File: src/rtl/fifo_write_arbiter_pkg.sv
// Shared types and constants for the FIFO write-port arbiter.
package fifo_arb_pkg;

    typedef enum logic {
        ST_IDLE  = 1'b0,
        ST_WRITE = 1'b1
    } arb_state_e;

    localparam int unsigned WRITE_COUNT_W = 16;

endpackage

File: src/rtl/fifo_write_arbiter_if.sv
// Producer request bus and FIFO write-port bundle for fifo_write_arbiter.
interface fifo_write_arbiter_if #(
    parameter int NUM_REQ = 4,
    parameter int WIDTH   = 8
);
    logic [NUM_REQ-1:0]       req_valid;
    logic [NUM_REQ*WIDTH-1:0] req_data;
    logic [NUM_REQ-1:0]       req_ready;
    logic                     fifo_full;
    logic [WIDTH-1:0]         fifo_data;
    logic                     fifo_write_ins;

    // master: producers plus the FIFO; slave: the arbiter
    modport master (
        output req_valid, req_data, fifo_full,
        input  req_ready, fifo_data, fifo_write_ins
    );

    modport slave (
        input  req_valid, req_data, fifo_full,
        output req_ready, fifo_data, fifo_write_ins
    );
endinterface

File: src/rtl/fifo_write_arbiter_rr_picker.sv
// Combinational round-robin picker: first valid requester after 'last', wrapping at NUM_REQ-1.
module rr_picker #(
    parameter  int NUM_REQ = 4,
    localparam int ID_W    = $clog2(NUM_REQ)
) (
    input  logic [NUM_REQ-1:0] req,
    input  logic [ID_W-1:0]    last,
    output logic               found,
    output logic [ID_W-1:0]    winner
);
    localparam int IW = ID_W + 1;

    logic [IW-1:0] idx;

    // one extra bit so last+offset cannot overflow before the modulo fold
    always_comb begin
        found  = 1'b0;
        winner = '0;
        idx    = '0;
        for (int unsigned off = 1; off <= NUM_REQ; off++) begin
            idx = {1'b0, last} + IW'(off);
            if (idx >= IW'(NUM_REQ)) begin
                idx = idx - IW'(NUM_REQ);
            end
            if (!found && req[idx[ID_W-1:0]]) begin
                found  = 1'b1;
                winner = idx[ID_W-1:0];
            end
        end
    end

endmodule

File: src/rtl/fifo_write_arbiter.sv
// Shares one FIFO write port among NUM_REQ valid/ready producers; each grant
// becomes a registered one-cycle write_ins pulse followed by at least one idle cycle.
module fifo_write_arbiter
    import fifo_arb_pkg::*;
#(
    parameter  int NUM_REQ = 4,
    parameter  int WIDTH   = 8,
    localparam int ID_W    = $clog2(NUM_REQ)
) (
    input  logic                     clk,
    input  logic                     rst,
    input  logic                     arb_enable,
    fifo_write_arbiter_if.slave      bus,
    output logic [ID_W-1:0]          grant_id,
    output logic                     busy,
    output logic [WRITE_COUNT_W-1:0] write_count
);

    arb_state_e               state_q, state_d;
    logic                     grant;
    logic                     found;
    logic [ID_W-1:0]          winner;
    logic [ID_W-1:0]          last_grant_q;
    logic [ID_W-1:0]          grant_id_q;
    logic [WIDTH-1:0]         data_q;
    logic [WIDTH-1:0]         sel_data;
    logic [NUM_REQ-1:0]       ready_q;
    logic [NUM_REQ-1:0]       ready_d;
    logic                     write_q;
    logic [WRITE_COUNT_W-1:0] count_q;

    rr_picker #(
        .NUM_REQ(NUM_REQ)
    ) u_picker (
        .req   (bus.req_valid),
        .last  (last_grant_q),
        .found (found),
        .winner(winner)
    );

    always_comb begin
        sel_data = '0;
        ready_d  = '0;
        for (int unsigned i = 0; i < NUM_REQ; i++) begin
            if (winner == ID_W'(i)) begin
                sel_data   = bus.req_data[i*WIDTH +: WIDTH];
                ready_d[i] = 1'b1;
            end
        end
    end

    // fifo_full is only looked at in IDLE, one cycle after the previous pulse
    always_comb begin
        state_d = state_q;
        grant   = 1'b0;
        unique case (state_q)
            ST_IDLE: begin
                if (arb_enable && !bus.fifo_full && found) begin
                    grant   = 1'b1;
                    state_d = ST_WRITE;
                end
            end
            ST_WRITE: begin
                state_d = ST_IDLE;
            end
        endcase
    end

    always_ff @(posedge clk) begin
        if (rst) begin
            state_q      <= ST_IDLE;
            write_q      <= 1'b0;
            ready_q      <= '0;
            data_q       <= '0;
            grant_id_q   <= '0;
            last_grant_q <= ID_W'(NUM_REQ - 1);
            count_q      <= '0;
        end else begin
            state_q <= state_d;
            write_q <= grant;
            ready_q <= grant ? ready_d : '0;
            if (grant) begin
                data_q       <= sel_data;
                grant_id_q   <= winner;
                last_grant_q <= winner;
            end
            if (state_q == ST_WRITE) begin
                count_q <= count_q + WRITE_COUNT_W'(1);
            end
        end
    end

    assign bus.fifo_write_ins = write_q;
    assign bus.req_ready      = ready_q;
    assign bus.fifo_data      = data_q;
    assign grant_id           = grant_id_q;
    assign busy               = (state_q == ST_WRITE);
    assign write_count        = count_q;

    a_single_cycle_write: assert property (@(posedge clk) disable iff (rst) write_q |=> !write_q);
    a_ready_onehot0:      assert property (@(posedge clk) $onehot0(ready_q));
    a_ready_tracks_write: assert property (@(posedge clk) (|ready_q) == write_q);

endmodule

File: src/flat_wrapper.sv
// flat-port wrapper written by rule: the top's interface ports become plain ports
module fifo_write_arbiter_flat import fifo_arb_pkg::*;
#(
    parameter  int NUM_REQ = 4,
    parameter  int WIDTH   = 8,
    localparam int ID_W    = $clog2(NUM_REQ)
)
  (clk, rst, arb_enable, grant_id, busy, write_count, bus_req_valid, bus_req_data, bus_fifo_full, bus_req_ready, bus_fifo_data, bus_fifo_write_ins);
  fifo_write_arbiter_if #(.NUM_REQ(NUM_REQ), .WIDTH(WIDTH)) bus_i ();
  input  logic clk;
  input  logic rst;
  input  logic arb_enable;
  output logic [ID_W-1:0] grant_id;
  output logic busy;
  output logic [WRITE_COUNT_W-1:0] write_count;
  input wire logic [$bits(bus_i.req_valid)-1:0] bus_req_valid;
  input wire logic [$bits(bus_i.req_data)-1:0] bus_req_data;
  input wire logic [$bits(bus_i.fifo_full)-1:0] bus_fifo_full;
  output wire logic [$bits(bus_i.req_ready)-1:0] bus_req_ready;
  output wire logic [$bits(bus_i.fifo_data)-1:0] bus_fifo_data;
  output wire logic [$bits(bus_i.fifo_write_ins)-1:0] bus_fifo_write_ins;
  assign bus_i.req_valid = bus_req_valid;
  assign bus_i.req_data = bus_req_data;
  assign bus_i.fifo_full = bus_fifo_full;
  assign bus_req_ready = bus_i.req_ready;
  assign bus_fifo_data = bus_i.fifo_data;
  assign bus_fifo_write_ins = bus_i.fifo_write_ins;
  fifo_write_arbiter #(.NUM_REQ(NUM_REQ), .WIDTH(WIDTH)) u_core (.clk(clk), .rst(rst), .arb_enable(arb_enable), .bus(bus_i), .grant_id(grant_id), .busy(busy), .write_count(write_count));
endmodule
File: config.mk
export PLATFORM = sky130hd
export DESIGN_NAME = fifo_write_arbiter_flat
export DESIGN_NICKNAME = d
export VERILOG_FILES = /design/src/rtl/fifo_write_arbiter_pkg.sv /design/src/rtl/fifo_write_arbiter_if.sv /design/src/rtl/fifo_write_arbiter_rr_picker.sv /design/src/rtl/fifo_write_arbiter.sv /design/src/flat_wrapper.sv
export SDC_FILE = /design/constraint.sdc
export NUM_CORES = 1
export LEC_CHECK = 0
export BUFFER_PORTS_ARGS = -buffer_cell sky130_fd_sc_hd__buf_2
export CAP_MARGIN = 0
export CORE_UTILIZATION = 50
export DETAILED_ROUTE_END_ITERATION = 8
export PLACE_DENSITY_LB_ADDON = 0.08
export SETUP_SLACK_MARGIN = 0.5
export SYNTH_ARGS = -nofsm -noshare
export SYNTH_HDL_FRONTEND = slang
export SYNTH_SLANG_ARGS = --single-unit
File: constraint.sdc
create_clock -name clk -period 2.3 [get_ports clk]
set_input_delay 0 -clock clk [delete_from_list [all_inputs] [get_ports clk]]
set_output_delay 0 -clock clk [all_outputs]
set_load 0.02 [all_outputs]
==> impl_metrics.tcl <==
set metrics [dict create \
    status "complete, but fails checks" \
    violations "negative hold slack" \
    drc 0 \
    hold_viol 2 \
    worst_ep_arrival_time_ns 1.87 \
    p_leak_nw 1.05 \
    synth_flop_cell "dfxtp_1" \
    yosysWarnings 0 \
    hp-class "primary input to flop" \
    multi_input_area_um2 911 \
    nNetsFinal 292 \
    dieHeight_um 59.0 \
    clock_skew_ns 0.0114 \
    regArea_um2 661 \
    avgSynthCellArea_um2 10.2 \
    crit_type "flop to flop" \
    start_util_pct 52.7 \
    crit_path_max_fanout 21 \
    critPathLaunch "u_core.last_grant_q[1]" \
    endpoint "u_core.bus.fifo_data[1]" \
    routabilityCongestion 0.778 \
    r2r_setup_slack_ns 0.65 \
    clk_pin_slew_ns 0.10 \
    drt-initial-drc-count 61 \
    num_io_pins 72 \
    final_cell_mix "71 x buf_2, 33 x dfxtp_1, 20 x dlygate4sd3_1" \
    core_area_um2 3080 \
    final_cells 295 \
    peakVddDrop_mv 0.423 \
    fillers 229 \
    reg2reg_depth 6 \
    fin_crit_sh_pct 71.9 \
    met3_length_um 174 \
    startpoint_type "flop" \
    drive_gt1_share_pct 39.4 \
    viasPerCell 5.05 \
    cts-root-buf "clkbuf_4" \
    dpl.hpwl_um 2620 \
    period_needed_ns 1.65 \
    fin_ws_ns 0.647 \
    overflow 0 \
    vias 1489 \
    p_per_area_nw_per_um2 515 \
    grt_setup_unrepaired "false" \
    hold_slack_ns -0.00439 \
    placed_area_um2 2000 \
    setup_viol 0 \
    r2r_end "u_core.bus.fifo_data[1]" \
    clk_latency_ns 0.34 \
    dp.cells 268 \
    die_w_um 59.0 \
    ys_seq_area_share_pct 40.7 \
    highest_layer "met4" \
    drt_pass1_iterations 3 \
    cts_tree "done" \
    final_common_cell "buf_2" \
    wl_per_cell_um 13.4 \
    post-route-util_pct 73.4 \
    grt_pass1_wl_um 6150 \
    cap_violations 0 \
    drt-total-wl_um 3960 \
    synth_area_um2 1620 \
    design_area_um2 2260 \
    ys_ff_latch 33 \
    slew_violations 0 \
    syn_nets 200 \
    slew_headroom_pct 67.6 \
    place_ws_ns 0.590 \
    n_antenna_cell 0 \
    gr-usage-all-layers_pct 23.9 \
    final.setup.tns_ns 0 \
    wl_met2_um 1990 \
    cts-htree-levels 2 \
    area_delta_synth_final_pct 39.2 \
    ys_async_sr_fraction_pct 0 \
    grt_pass1_vias 1410 \
    synth-edff-count 0 \
    max_freq_mhz 605 \
    numClockSinks 33 \
    row_count 20 \
    io_buffers 71 \
    cp-end-kind "flop" \
    ant_nets 0 \
    die-area_um2 3480 \
    timing.rr.start "u_core.last_grant_q[1]" \
    cts_setup_buffers 0 \
    cts_buffers 5 \
    antenna_found_initial 0 \
    cp.required_ns 2.52 \
    worst_slew_pin_slew_ns 0.486 \
    wl_met1_um 1710 \
    clk_path_buf_depth 2 \
    synthCells 159 \
    grt_max_degree 31 \
    ys_types 38 \
]
## worst max-delay path, stage by stage (launching register included)
cell      delay [ns]
dfxtp_1         0.45
nand2b_1        0.14
a21oi_1         0.07
o221ai_2        0.17
buf_6           0.26
mux2i_1         0.30
o221ai_2        0.13
## kinds of logic after synthesis
family / after synthesis / share of synthesized area [%]
simple gates: 63 / 24.2
flops: 33 / 40.7
compound gates: 23 / 13.3
mux: 18 / 11.1
xor+xnor: 12 / 6.48
buf+inv: 9 / 3.47
fa+ha+maj: 1 / 0.771
## state kept, by name, indices dropped and copies added (netlist names)
| signal | count |
|---|---|
| u_core.write_count | 16 |
| u_core.last_grant_q | 2 |
| u_core.bus.fifo_write_ins | 1 |
| u_core.bus.req_ready | 4 |
| u_core.grant_id | 2 |
| u_core.bus.fifo_data | 8 |
## timing repair
| item | CTS | global route |
|---|---|---|
| hold buffers | 19 | 1 |
| resized for setup | 0 | 2 |
| endpoints found under the hold margin | 7 | 1 |
| endpoints found under the setup margin | 0 | 8 |
## synthesized netlist by cell type (all sizes together) (3+ instances only)
| master | instances | area (um2) |
|---|---|---|
| mux2i | 18 | 180 |
| buf | 5 | 41.3 |
| or3 | 4 | 25.0 |
| xor2 | 7 | 61.3 |
| nor2b | 3 | 18.8 |
| nor2 | 21 | 88.8 |
| clkbuf | 3 | 11.3 |
| o21ai | 3 | 15.0 |
| nand3b | 8 | 60.1 |
| xnor2 | 5 | 43.8 |
| nand4 | 3 | 40.0 |
| dfxtp | 33 | 661 |
| and3 | 6 | 37.5 |
| nand2 | 7 | 28.8 |
| a21oi | 6 | 30.0 |
| nand3 | 3 | 32.5 |
| o221ai | 9 | 129 |
## power by group
group	internal, mW	switching, mW
combinational	0.113	0.113
sequential	0.590	0.0149
clock	0.144	0.189
## per-layer routing
layer / track usage (%) / vias to the layer above
met5: 0 / -
met4: 12.2 / 0
met3: 5.24 / 9
met2: 43.0 / 44
met1: 26.2 / 680
li1: - / 756
## how the worst min path moves through the flow
stage,depth (start not counted),to,startpoint
floorplan,1,u_core.bus.fifo_write_ins,rst
global placement,3,u_core.bus.fifo_data[0],bus_req_data[0]
detailed placement,3,u_core.bus.fifo_data[4],bus_req_data[4]
CTS,3,u_core.bus.fifo_data[1],bus_req_data[17]
global route,3,u_core.bus.fifo_data[6],bus_req_data[22]
finish,3,u_core.bus.fifo_data[1],bus_req_data[17]
## area by class of cell
type / instances / share of cell area [%]
Clock buffer: 7 / 2.44
Inverter: 1 / 0.166
Multi-Input combinational cell: 117 / 40.3
Sequential cell: 33 / 29.2
Tap cell: 44 / 2.44
Timing Repair Buffer: 93 / 25.4
## metrics by stage
stage                     hold slack, ns  power, mW
after CTS                        0.00234       1.16
after global routing             0.00260       1.21
after detailed placement           0.328      0.814
after global placement             0.318      0.807
final                           -0.00439       1.16
after floorplan                    0.102      0.746
Power figures use the tool's default switching activity.
